[src/rtl/mod_memreader.sv]
// mod_memreader: fetches a burst of RAM words and streams them to a consumer over VALID/READY.
// Rev 1.0 - initial release.
`default_nettype none

module mod_memreader #(
  parameter int ADDR_W = 15,
  parameter int DATA_W = 32,
  parameter int LEN_W  = 16
) (
  input  logic              clk_i,
  input  logic              rst_ni,
  input  logic              start_i,
  input  logic [ADDR_W-1:0] base_addr_i,
  input  logic [LEN_W-1:0]  len_i,
  output logic              busy_o,
  output logic              done_o,
  output logic [0:DATA_W-1] dout_o,
  output logic              dout_valid_o,
  input  logic              dout_ready_i,
  output logic [ADDR_W-1:0] ram_addr_o,
  input  logic [0:DATA_W-1] ram_data_i,
  output logic              ram_ce_n_o,
  output logic              ram_oe_n_o,
  output logic              ram_we_n_o
);

  typedef enum logic [2:0] {
    S_IDLE    = 3'd0,
    S_SETUP   = 3'd1,
    S_CAPTURE = 3'd2,
    S_HOLD    = 3'd3,
    S_FINISH  = 3'd4
  } state_e;

  state_e              state_q;
  logic                busy_q;
  logic                done_q;
  logic [0:DATA_W-1]   dout_q;
  logic                valid_q;
  logic [ADDR_W-1:0]   addr_q;
  logic [LEN_W-1:0]    rem_q;
  logic                ce_n_q;
  logic                oe_n_q;

  always_ff @(posedge clk_i or negedge rst_ni) begin
    if (!rst_ni) begin
      state_q <= S_IDLE;
      busy_q  <= 1'b0;
      done_q  <= 1'b0;
      dout_q  <= '0;
      valid_q <= 1'b0;
      addr_q  <= '0;
      rem_q   <= '0;
      ce_n_q  <= 1'b1;
      oe_n_q  <= 1'b1;
    end else begin
      case (state_q)
        S_IDLE: begin
          if (start_i) begin
            busy_q <= 1'b1;
            if (len_i != '0) begin
              addr_q  <= base_addr_i;
              rem_q   <= len_i;
              ce_n_q  <= 1'b0;
              oe_n_q  <= 1'b0;
              state_q <= S_SETUP;
            end else begin
              done_q  <= 1'b1;
              state_q <= S_FINISH;
            end
          end
        end
        S_SETUP: begin
          state_q <= S_CAPTURE;
        end
        S_CAPTURE: begin
          // RAM is released as soon as the word is latched so it idles during consumer stalls
          dout_q  <= ram_data_i;
          valid_q <= 1'b1;
          rem_q   <= rem_q - LEN_W'(1);
          ce_n_q  <= 1'b1;
          oe_n_q  <= 1'b1;
          state_q <= S_HOLD;
        end
        S_HOLD: begin
          if (dout_ready_i) begin
            valid_q <= 1'b0;
            if (rem_q == '0) begin
              done_q  <= 1'b1;
              state_q <= S_FINISH;
            end else begin
              addr_q  <= addr_q + ADDR_W'(1);
              ce_n_q  <= 1'b0;
              oe_n_q  <= 1'b0;
              state_q <= S_SETUP;
            end
          end
        end
        S_FINISH: begin
          done_q  <= 1'b0;
          busy_q  <= 1'b0;
          state_q <= S_IDLE;
        end
        default: begin
          state_q <= S_IDLE;
        end
      endcase
    end
  end

  assign busy_o       = busy_q;
  assign done_o       = done_q;
  assign dout_o       = dout_q;
  assign dout_valid_o = valid_q;
  assign ram_addr_o   = addr_q;
  assign ram_ce_n_o   = ce_n_q;
  assign ram_oe_n_o   = oe_n_q;
  assign ram_we_n_o   = 1'b1;

endmodule

`default_nettype wire

[config.mk]
export PLATFORM = sky130hd
export DESIGN_NAME = mod_memreader
export DESIGN_NICKNAME = d
export VERILOG_FILES = /design/src/rtl/mod_memreader.sv
export SDC_FILE = /design/constraint.sdc
export NUM_CORES = 1
export LEC_CHECK = 0
export BUFFER_PORTS_ARGS = -buffer_cell sky130_fd_sc_hd__buf_4
export CORE_MARGIN = 2
export CORE_UTILIZATION = 25
export CTS_CLUSTER_DIAMETER = 150
export DETAILED_ROUTE_END_ITERATION = 16
export GPL_ROUTABILITY_DRIVEN = 0
export GPL_TIMING_DRIVEN = 1
export PLACE_DENSITY = 0.54
export SLEW_MARGIN = 15
export SYNTH_ARGS = -nofsm -noshare
export SYNTH_HDL_FRONTEND = slang
export SYNTH_SLANG_ARGS = --single-unit
[constraint.sdc]
create_clock -name clk_i -period 3.55 [get_ports clk_i]
set_clock_uncertainty 0.15 [all_clocks]
set_input_delay 0 -clock clk_i [delete_from_list [all_inputs] [get_ports clk_i]]
set_output_delay 0 -clock clk_i [all_outputs]
set_load 0.02 [all_outputs]
-- Yosys cells after proc, flatten, opt, wreduce, memory -nomap -nowiden
Index checks and enable logic that the tools add are counted.
- register bits after elaboration: 70
- input bits: 67
- output and inout bits: 53
- word-level logic and storage cells: 63
- add/subtract/negate cells: 2
- eq/ne operators: 10
- multiplexer cells: 27
- reductions and logical operators: 16
- operators by type and width (cell ; count):
    two-way mux 15 bit ; 4
    two-way mux 16 bit ; 2
    one-hot mux 16 bit (2 select lines) ; 1
    one-hot mux 15 bit (2 select lines) ; 1
    zero test 16 bit ; 1
    nonzero test 16 bit ; 1
    subtractor 16 x 1 -> 16 bit (second input constant) ; 1
    adder 15 x 1 -> 15 bit (second input constant) ; 1
    AND reduction 5 bit ; 3
    two-way mux 3 bit ; 4
    != test 2 bit (second input constant) ; 6
    one-hot mux 3 bit (4 select lines) ; 1
    two-way mux 1 bit ; 10
    nonzero test 2 bit ; 4
    == test 3 x 2 -> 1 bit (second input constant) ; 2
    one-hot mux 1 bit (3 select lines) ; 2
    AND reduction 2 bit ; 3
    nonzero test 3 bit ; 2
    one-hot mux 1 bit (2 select lines) ; 2
    == test 3 x 1 -> 1 bit (second input constant) ; 1
    == test 3 bit (second input constant) ; 1
    zero test 3 bit ; 1
    AND reduction 3 bit ; 1

-- Depth between registers and ports, before layout
Gate-level depths: netlist (run 1).
- depth after elaboration: 4
- gate-level depth with buffers: 8
- depth with buffers taken out: 7

-- Worst setup path after synthesis (run 1)
Ideal clock, no wire load.
- path type: reg-to-reg
- start: reg rem_q[0]
- end: reg addr_q[8], in the netlist ram_addr_o[8]
- setup time: 0.121 ns
- arrival time: 2.224 ns
- data required time: 3.279 ns
- path slack: 1.055 ns
- cell stages (with the launch flop): 9
- buffers on the path: 1
- clock period less this slack: 2.495 ns
- cells stage by stage: dfrtp_1 -> inv_1 -> ha_1 -> or4b_2 -> or4_4 -> a32oi_2 -> buf_6 -> nor2_1 -> o22a_1
- cells in the longest elaborated chain, start to end: 3
- ends and longest elaborated chain (element ; RTL line ; RTL):
    start, declared ; 41 ; logic [LEN_W-1:0] rem_q;
    start signal, assigned ; 63 ; rem_q <= len_i;
    start signal, assigned ; 80 ; rem_q <= rem_q - LEN_W'(1);
    zero test 16 bit ; 88 ; if (rem_q == '0) begin
    != test 2 bit (no source line) ; -- ;
    AND reduction 5 bit (no source line) ; -- ;
    end signal, assigned ; 62 ; addr_q <= base_addr_i;
    end signal, assigned ; 92 ; addr_q <= addr_q + ADDR_W'(1);
    end, declared ; 40 ; logic [ADDR_W-1:0] addr_q;
No other way between the ends.
A chain may end at the register's enable or synchronous reset.

-- Final worst setup path (run 1)
Same ends and word-level chain as after synthesis.

==> impl_summary.txt, run 1 <==
----------------------------------------------------
[Floorplanning]
  Core area ... 13900 µm²
  Std cell rows ... 43
  Top-level I/O count ... 120
  Total Die Area ... 15300 µm²
  Initial core utilization ... approximately a quarter
  Die height ... 124 µm
  Chip width ... 124 µm

[Worst hold path]
  Worst min path class ... input port to async pin

[STA]
  Finish-stage setup viols ... 0
  Remaining max-slew budget at the tightest pin ... 28.7%
  Post-route worst setup slack ... 0.766 ns
  Setup TNS after final layout ... 0 ns
  Transition time at the pin with the least slew margin ... 1.07 ns
  RSZ-0062 raised after global routing ... no
  Final hold violation count ... 0
  Fin crit share ... 78.4%
  Max Clock Freq ... 359 MHz
  Pins over their slew limit ... 0
  Shortest period the worst path allows ... 2.78 ns

[Critical path]
  Worst reg2reg startpoint ... rem_q[0]
  CP max FO ... 11
  R2R Setup Slk ... 0.77 ns
  Required time reported for the critical path endpoint ... 3.62 ns
  Worst reg2reg path depth ... 7
  Capturing point of the worst reg2reg path ... ram_addr_o[8]
  Crit start category ... flip-flop
  Arrival time of the worst setup path ... about 2.9 ns
  Endpoint class of the critical path ... flip-flop
  Worst setup path class ... flip-flop to flip-flop

[GRT]
  Aggregate global routing overflow ... 0
  All-Layer GR Usage ... 14.6%
  Number of global-route vias before repair ... 3656
  Antenna violations before repair ... 0
  Pin count of the biggest net entering global routing ... just over 70
  First-pass GRT wire length ... 17.7 mm

[Pwr]
  Standby leakage power ... 2.55 nW
  Overall power of the completed layout ... 4.64 mW
  Power Dens Cells ... 844 nW/µm²
  Maximum resistive drop on vdd ... 0.387 mV

[Layout]
  Ratio of cells with drive above 1 in the final layout ... between 20% and 30%
  Commonest cells after routing, fill and taps aside ... 122 x buf_4, 121 x nand2_1, 69 x dfrtp_1
  Area growth from synthesis to final layout ... 53.4%
  Number of nets in the layout ... roughly 660
  Most frequent standard cell in the layout excluding fill and tap cells ... buf_4
  Antenna fix cells ... 0

[Synth]
  Sequential area share after synthesis ... 48.9%
  Share of the synthesized area in the top cell type ... 48.1%
  Cell area after synthesis ... around 3600 µm²
  Syn avg cell area ... approximately 8.5 µm²
  Synth async-reset ratio ... 100%
  Dominant synthesized flop cell ... dfrtp_1
  Net count after synthesis ... around 500
  Count of different cell masters after synthesis ... 49
  Post-Synthesis Cells ... 424
  Total of flip-flops plus latches after synthesis ... 70
  Top cells by area, synth ... dfrtp_1 48%, nand2_1 13%, a21oi_1 5.9%
  Count of synthesis-stage warnings from yosys ... 0
  Dominant cell type by area after synthesis ... dfrtp_1
  Number of enable flip-flop cells after synthesis ... 0

[Flow run]
  Number of maximum-capacitance violations ... 0

[Clock network]
  Number of buffers on the longest clock path ... 2
  Post-CTS sizing ... 0
  CTS H-Tree Depth ... 3
  Number of clock sinks seen by CTS ... 70
  Inserted Clock Buffers ... 9
  TritonCTS clock tree ... yes
  Clock latency on the worst-skew pair ... 0.33 ns
  Library cell used as clock root buffer ... clkbuf_16
  Register clock-pin slew on the reported worst setup and hold paths ... 0.06 ns
  Setup fix buffers added after clock tree synthesis ... 0
  CTS Hold Bufs ... 66

[Drt]
  1st-pass router iterations ... 4
  Vias ... 3727
  Number of nets with antenna violations after routing ... 0
  Post-detailed-route wirelength per cell ... 13.7 µm
  Post-Route WL ... 10.7 mm
  Detailed Route Iter0 Violations ... 326
  Number of vias per cell ... 4.78
  DRC violation count after routing ... 0

[Place]
  Count of input and output buffers ... 118
  Post-DP HPWL ... 6.75 mm
  Placement Setup Slack ... 0.768 ns

[Run status]
  Outcome ... finished, final reports clean

----------------------------------------------------
## cells in the mapped netlist, drive strengths merged, types with 8 or more instances
master	number
nand2	121
dfrtp	69
a21oi	42
o21ai	29
nor2	25
clkbuf	21
nand3	10
nor4	10
buf	8
inv	8
nor3	8
## logic make-up after synthesis
| family | count (synthesis) | share of synthesized area (%) |
|---|---|---|
| flops | 70 | 48.9 |
| simple gates | 200 | 25.0 |
| fa+ha+maj | 3 | 1.05 |
| mux | 1 | 0.279 |
| other cells | 1 | 0.105 |
| compound gates | 112 | 19.1 |
| buf+inv | 37 | 5.51 |
## worst max-delay path by stage
stage	start	end	slack [ns]
3_5_place_dp	rem_q[0]	ram_addr_o[8]	0.77
3_3_place_gp	rem_q[0]	ram_addr_o[8]	0.83
2_1_floorplan	rem_q[0]	ram_addr_o[8]	1.05
4_1_cts	rem_q[0]	ram_addr_o[8]	0.76
6_report	rem_q[0]	ram_addr_o[8]	0.77
5_1_grt	rem_q[0]	ram_addr_o[8]	0.59
## metrics by stage
step	hold slack (ns)	instance area [µm²]	cells	util, %
after floorplan	-0.446	3590	424	-
after global placement	0.0388	4570	697	32.8
after detailed placement	0.0438	4570	697	32.8
after CTS	0.222	5500	779	39.5
after global routing	0.258	5500	779	39.5
final	0.223	5500	779	39.5
## area by class of cell
| class | instances | area [µm²] |
|---|---|---|
| repair buffers | 188 | 1580 |
| clock buffers | 10 | 239 |
| flip-flops and latches | 70 | 1750 |
| fillers | 1414 | 8430 |
| clock inverters | 6 | 37.5 |
| inverters | 8 | 30.0 |
| multi-input cells | 317 | 1640 |
| well taps | 180 | 225 |
## power by group
part           total (mW)  internal, mW  switching [mW]
registers            1.56          1.19           0.372
clock network       0.830         0.488           0.341
logic                2.25         0.939            1.31
total                4.64          2.62            2.03
## metal layers
layer / track usage (%) / vias to the layer above / share of wire (%) / routed length (µm)
li1: - / 1827 / - / -
met5: 0 / - / 0 / 0
met3: 3.75 / 10 / 6.2 / 664
met2: 22.6 / 131 / 45 / 4810
met4: 4.83 / 0 / 1.2 / 125
met1: 19.9 / 1759 / 48 / 5080
## flip-flops by register name (all words and copies together) (netlist names)
name,flops
rem_q,16
dout_o,32
dout_valid_o,1
busy_o,1
done_o,1
ram_addr_o,15
ram_oe_n_o,1
state_q,3
## critical path: stages (launching register included)
cell and delay (ns):
dfrtp_1 0.42, inv_1 0.10, ha_1 0.15, or4b_2 0.58, or4_4 0.46, a32oi_2 0.50
nor2_1 0.11, o22a_1 0.19
(Power assumes the default switching activity.)
==> inputs of run 2 (changes only) <==
clock period = 2.65 ns   (was 3.55 ns; I/O delays follow)
==> run 2 against run 1 <==
Design area grew 3.2%. Die area is the same. Critical path depth decreased by 2. Combinational power grew 43%. Global-route usage barely moved. Setup slack lost 0.60 ns. Fmax increased by 12%. Non-clock buffer count up 10. Total power grew 43%. Largest cell class unchanged. Clock-buffer cell count is the same.
==> impl_summary.txt, run 2 (same netlist as run 1, synthesis figures left out) <==
----------------------------------------------------
[GRT]
  All-Layer GR Usage ... 14.6% (+0.032 points)
  First-pass GRT wire length ... 17.6 mm (-0.47%)
  Antenna violations before repair ... 0 (unchanged)
  Pin count of the biggest net entering global routing ... 71 (unchanged)
  Number of global-route vias before repair ... 3554 (-2.8%)
  Aggregate global routing overflow ... 0 (unchanged)

[Drt]
  Detailed Route Iter0 Violations ... 234 (-28%)
  Wire length on met3 ... 624 µm (-6.0%)
  DRC violation count after routing ... 0 (unchanged)
  Number of vias per cell ... 4.76 (-0.42%)
  Met1 Routed Length ... 5.23 mm (+2.9%)
  Metal2 WL ... 5.08 mm (+5.7%)
  Number of nets with antenna violations after routing ... 0 (unchanged)
  1st-pass router iterations ... 4 (unchanged)
  Post-Route WL ... 11.0 mm (+3.0%)
  Highest routing layer actually used ... met4
  Vias ... 3759 (+0.86%)
  Post-detailed-route wirelength per cell ... 13.9 µm (+1.7%)

[Layout]
  Max FFs per register ... 32 (unchanged)
  Antenna fix cells ... 0 (unchanged)
  Most frequent standard cell in the layout excluding fill and tap cells ... buf_4
  Sequential cell area ... 1750 µm² (unchanged)
  Finished layout cell area ... 5680 µm² (+3.2%)
  Ratio of cells with drive above 1 in the final layout ... 27.4% (+1.7 points)
  Area growth from synthesis to final layout ... 58.3%
  Commonest cells after routing, fill and taps aside ... 128 x buf_4, 121 x nand2_1, 69 x dfrtp_1
  Number of nets in the layout ... 674 (+1.5%)
  Final core utilization ... 40.7% (+1.2 points)
  Footprint of the multi-input gates ... 1660 µm² (+0.99%)
  Number of fillers in the final layout ... 1353 (-4.3%)

[Clock network]
  Number of clock sinks seen by CTS ... 70 (unchanged)
  Clock latency on the worst-skew pair ... 0.34 ns (about the same)
  TritonCTS clock tree ... yes
  Number of buffers on the longest clock path ... 2 (unchanged)
  CTS H-Tree Depth ... 3 (unchanged)
  Inserted Clock Buffers ... 9 (unchanged)
  Register clock-pin slew on the reported worst setup and hold paths ... 0.06 ns (about the same)
  Library cell used as clock root buffer ... clkbuf_16

[Critical path]
  Endpoint class of the critical path ... flip-flop
  Arrival time of the worst setup path ... 2.54 ns (-0.32 ns)
  Crit start category ... flip-flop
  CP max FO ... 20 (+9)
  Worst setup path class ... flip-flop to flip-flop
  Required time reported for the critical path endpoint ... 2.70 ns (-0.92 ns)

[STA]
  Pins over their slew limit ... 0 (unchanged)
  Finish-stage setup viols ... 0 (unchanged)
  Transition time at the pin with the least slew margin ... 0.953 ns (-0.117 ns)
  RSZ-0062 raised after global routing ... no
  Fin crit share ... 93.8% (+15 points)
  Final hold violation count ... 0 (unchanged)
  Remaining max-slew budget at the tightest pin ... 36.4% (+7.8 points)
  Shortest period the worst path allows ... 2.49 ns (-0.297 ns)
  Setup TNS after final layout ... 0 ns (unchanged)
  Max Clock Freq ... 402 MHz (+12%)

[Pwr]
  Power Dens Cells ... 1170 nW/µm² (+38%)
  Relative contribution of the clock network to total power ... 20.3% (+2.4 points)
  Maximum resistive drop on vdd ... 0.468 mV (+21%)
  Part of the power in combinational logic ... 48.5% (about the same)
  Sequential share of power ... 31.2% (-2.4 points)
  Pint ... 3.83 mW (+46%)
  Standby leakage power ... 2.62 nW (+2.8%)
  Sw power ... 2.79 mW (+38%)
  Fraction of power spent switching nets ... 42.1% (-1.5 points)

[Floorplanning]
  Std cell rows ... 43 (unchanged)
  Total Die Area ... 15300 µm² (unchanged)
  Die height ... 124 µm (unchanged)
  Initial core utilization ... 25.7% (unchanged)
  Core area ... 13900 µm² (unchanged)
  Chip width ... 124 µm (unchanged)
  Top-level I/O count ... 120 (unchanged)

[Place]
  Post-DP HPWL ... 6.92 mm (+2.6%)
  Cell area after placement ... 4640 µm² (+1.5%)
  Count of input and output buffers ... 118 (unchanged)

[Run status]
  Outcome ... finished, final reports clean

[Flow run]
  Number of maximum-capacitance violations ... 0 (unchanged)

[Worst hold path]
  Worst min path class ... input port to async pin

----------------------------------------------------
## run 2: changes by cell type in the layout (fill, tap and decap cells not counted), moves of 2 or more
| cell | before | now |
|---|---|---|
| buf_12 | 0 | 2 |
| buf_4 | 122 | 128 |
| bufinv_16 | 0 | 2 |
| clkinv_2 | 4 | 0 |
| inv_1 | 8 | 6 |
| inv_2 | 0 | 2 |
## run 2: stage by stage
stage / hold slack (ns) / setup slack [ns] / total power [mW] / std cells
2_1_floorplan: -0.446 / 0.155 / 4.00 / 424
6_report: 0.213 / 0.164 / 6.62 / 789
4_1_cts: 0.226 / 0.0331 / 6.61 / 785
5_1_grt: 0.251 / 0.0643 / 7.15 / 789
3_3_place_gp: 0.0385 / 0.0843 / 5.08 / 703
3_5_place_dp: 0.0439 / 0.0409 / 5.16 / 703
## run 2: power groups by stage
stage / clock, mW / combinational (mW) / sequential, mW
after CTS: 1.38 / 3.17 / 2.06
after global placement: 0 / 3.03 / 2.05
after floorplan: 0 / 1.58 / 2.42
after detailed placement: 0 / 3.10 / 2.06
final: 1.34 / 3.21 / 2.06
after global routing: 1.43 / 3.58 / 2.14
## run 2: worst paths after layout
check,start,slack (ns),cells after the start,to
worst max-delay path,rem_q[8],0.16,5,ram_addr_o[4]
worst min-delay path,rst_ni,0.21,2,ram_addr_o[10]
worst min register to register,dout_o[30],0.33,2,dout_o[30]
min in group clk_i,ram_data_i[5],0.24,4,dout_o[5]
worst max register to register,rem_q[8],0.16,5,ram_addr_o[4]
max in group asynchronous,rst_ni,1.52,2,dout_o[24]
## run 2: cell type report
| type | count | share of cell area [%] |
|---|---|---|
| Clock buffer | 10 | 4.21 |
| Tap cell | 180 | 3.97 |
| Sequential cell | 70 | 30.9 |
| Clock inverter | 6 | 1.65 |
| Inverter | 8 | 0.529 |
| Timing Repair Buffer | 198 | 29.6 |
| Multi-Input combinational cell | 317 | 29.2 |
## run 2: per-layer routing
metal / up-vias / global-route usage (%)
met5: - / 0
met4: 0 / 3.62
met3: 8 / 3.80
met2: 118 / 23.4
met1: 1785 / 19.8
li1: 1848 / -
## run 2: critical path, cell delays in order (launching register included)
cell	delay (ns)
dfrtp_1	0.43
or4_4	0.58
or4_4	0.59
a32o_4	0.39
a21oi_1	0.15
a31oi_1	0.05
## run 2: repair_timing
item / CTS / global route
endpoints found under the hold margin: 138 / 0
setup endpoints to repair: 0 / 12
setup buffers: 0 / 3
resized for setup: 0 / 6
hold buffers: 66 / 0
==> inputs of run 3 (changes only) <==
clock period = 3 ns   (was 2.65 ns; I/O delays follow)
==> run 3 against run 2 <==
Sequential power decreased by 9.7%. Sequential cell count did not move. Sequential share of layout area is 0.58 points higher. Critical path depth increased by 2. Combinational power shrank 16%. Worst hold slack gained 0.0031 ns. Largest power group unchanged. Clock power down 8%.
==> impl_summary.txt, run 3 (same netlist as run 1, synthesis figures left out) <==
----------------------------------------------------
[Floorplanning]
  Std cell rows ... 43 (unchanged)
  Die height ... 124 µm (unchanged)
  Initial core utilization ... 25.7% (unchanged)
  Top-level I/O count ... 120 (unchanged)
  Chip width ... 124 µm (unchanged)
  Core area ... 13900 µm² (unchanged)
  Total Die Area ... 15300 µm² (unchanged)

[Layout]
  Footprint of the multi-input gates ... 1640 µm² (-0.98%)
  Post-Layout Cell Count ... 780 (-1.1%)
  Most frequent standard cell in the layout excluding fill and tap cells ... buf_4
  Antenna fix cells ... 0 (unchanged)
  Sequential cell area ... 1750 µm² (unchanged)
  Max FFs per register ... 32 (unchanged)
  Area growth from synthesis to final layout ... 55.4%
  Ratio of cells with drive above 1 in the final layout ... 25.7% (-1.8 points)
  Number of nets in the layout ... 665 (-1.3%)
  Number of fillers in the final layout ... 1400 (+3.5%)
  Commonest cells after routing, fill and taps aside ... 123 x buf_4, 121 x nand2_1, 69 x dfrtp_1

[Drt]
  DRC violation count after routing ... 0 (unchanged)
  Highest routing layer actually used ... met4
  Detailed Route Iter0 Violations ... 245 (+4.7%)
  Metal2 WL ... 5.00 mm (-1.5%)
  Wire length on met3 ... 786 µm (+26%)
  Post-Route WL ... 10.9 mm (-0.96%)
  Post-detailed-route wirelength per cell ... 14.0 µm (+0.18%)
  Vias ... 3722 (-0.98%)
  Number of vias per cell ... 4.77 (+0.16%)
  Number of nets with antenna violations after routing ... 0 (unchanged)
  Met1 Routed Length ... 5.02 mm (-4.0%)
  1st-pass router iterations ... 4 (unchanged)

[GRT]
  All-Layer GR Usage ... 14.7% (+0.068 points)
  Aggregate global routing overflow ... 0 (unchanged)
  Pin count of the biggest net entering global routing ... 71 (unchanged)
  First-pass GRT wire length ... 17.8 mm (+0.90%)
  Number of global-route vias before repair ... 3691 (+3.9%)
  Antenna violations before repair ... 0 (unchanged)

[Critical path]
  Required time reported for the critical path endpoint ... 3.07 ns (+0.37 ns)
  Worst reg2reg path depth ... 7 (+2)
  Arrival time of the worst setup path ... 2.87 ns (+0.33 ns)
  Crit start category ... flip-flop
  R2R Setup Slk ... 0.21 ns (+0.04 ns)
  Endpoint class of the critical path ... flip-flop
  Worst reg2reg startpoint ... rem_q[0]
  CP max FO ... 11 (-45%)
  Timing startpoint of the critical path ... rem_q[0]
  Critical Path End ... ram_addr_o[8]
  Worst setup path class ... flip-flop to flip-flop
  Capturing point of the worst reg2reg path ... ram_addr_o[8]

[Place]
  Cell count after placement ... 698 (-0.71%)
  Post-DP HPWL ... 6.92 mm (about the same)
  Count of input and output buffers ... 118 (unchanged)
  Placement Setup Slack ... 0.212 ns (+0.172 ns)

[STA]
  Shortest period the worst path allows ... 2.79 ns (+0.307 ns)
  Finish-stage setup viols ... 0 (unchanged)
  Remaining max-slew budget at the tightest pin ... 37.3% (+0.89 points)
  Transition time at the pin with the least slew margin ... 0.940 ns (-0.0134 ns)
  Max Clock Freq ... 358 MHz (-11%)
  Fin crit share ... 93.1% (-0.70 points)
  Final hold violation count ... 0 (unchanged)
  Pins over their slew limit ... 0 (unchanged)
  Post-route worst setup slack ... 0.206 ns (+0.0427 ns)
  RSZ-0062 raised after global routing ... no
  Worst slack on hold paths ... 0.216 ns (+0.00311 ns)
  Setup TNS after final layout ... 0 ns (unchanged)

[Clock network]
  Register clock-pin slew on the reported worst setup and hold paths ... 0.06 ns (about the same)
  Number of clock sinks seen by CTS ... 70 (unchanged)
  Clock latency on the worst-skew pair ... 0.34 ns (about the same)
  Number of buffers on the longest clock path ... 2 (unchanged)
  TritonCTS clock tree ... yes
  CTS H-Tree Depth ... 3 (unchanged)
  Inserted Clock Buffers ... 9 (unchanged)
  Library cell used as clock root buffer ... clkbuf_16

[Run status]
  Outcome ... finished, final reports clean

[Pwr]
  Standby leakage power ... 2.57 nW (-1.9%)
  Power Dens Cells ... 1040 nW/µm² (-11%)
  Overall power of the completed layout ... 5.77 mW (-13%)
  Maximum resistive drop on vdd ... 0.518 mV (+11%)

[Flow run]
  Number of maximum-capacitance violations ... 0 (unchanged)

[Worst hold path]
  Worst min path class ... input port to async pin

----------------------------------------------------
==> run 3: power by group <==
group,internal (mW),switching (mW),leakage [nW]
combinational,1.12,1.57,1.59
clock,0.811,0.417,0.159
sequential,1.41,0.447,0.826
==> run 3: routing by layer <==
layer  track usage, %  up-vias
li1                 -     1823
met1             18.9     1745
met2             24.2      147
met3             4.72        7
met4             3.20        0
met5                0        -
==> run 3: area by class of cell <==
type                            count  share of cell area [%]
Clock inverter                      6                    1.98
Timing Repair Buffer              189                    28.4
Clock buffer                       10                    4.11
Multi-Input combinational cell    317                    29.5
Sequential cell                    70                    31.4
Inverter                            8                   0.539
Tap cell                          180                    4.04
==> run 3: how the worst min path moves through the flow <==
stage	start	end	slack, ns
after floorplan	rst_ni	busy_o	-0.45
after global placement	ram_data_i[23]	dout_o[23]	0.04
after detailed placement	ram_data_i[29]	dout_o[29]	0.05
after CTS	ram_data_i[29]	dout_o[29]	0.22
after global routing	ram_data_i[20]	dout_o[20]	0.24
final	rst_ni	ram_addr_o[10]	0.22
==> run 3: timing repair <==
| item | CTS | global route |
|---|---|---|
| hold buffers | 66 | 0 |
| endpoints found under the hold margin | 138 | 0 |
| setup buffers | 0 | 0 |
| resized for setup | 0 | 0 |
| setup endpoints to repair | 0 | 0 |
==> run 3: critical path, cell delays in order, from the launching register on <==
cell	delay [ns]
dfrtp_1	0.43
inv_1	0.11
ha_1	0.15
or4b_2	0.58
or4_4	0.46
a32oi_2	0.50
nor2_1	0.11
o22a_1	0.19
==> run 3: stage by stage <==
step                      util (%)  instance area (µm²)
after floorplan                  -                 3590
after global placement        32.8                 4570
after detailed placement      32.8                 4570
after CTS                     40.0                 5570
after global routing          40.0                 5570
final                         40.0                 5570
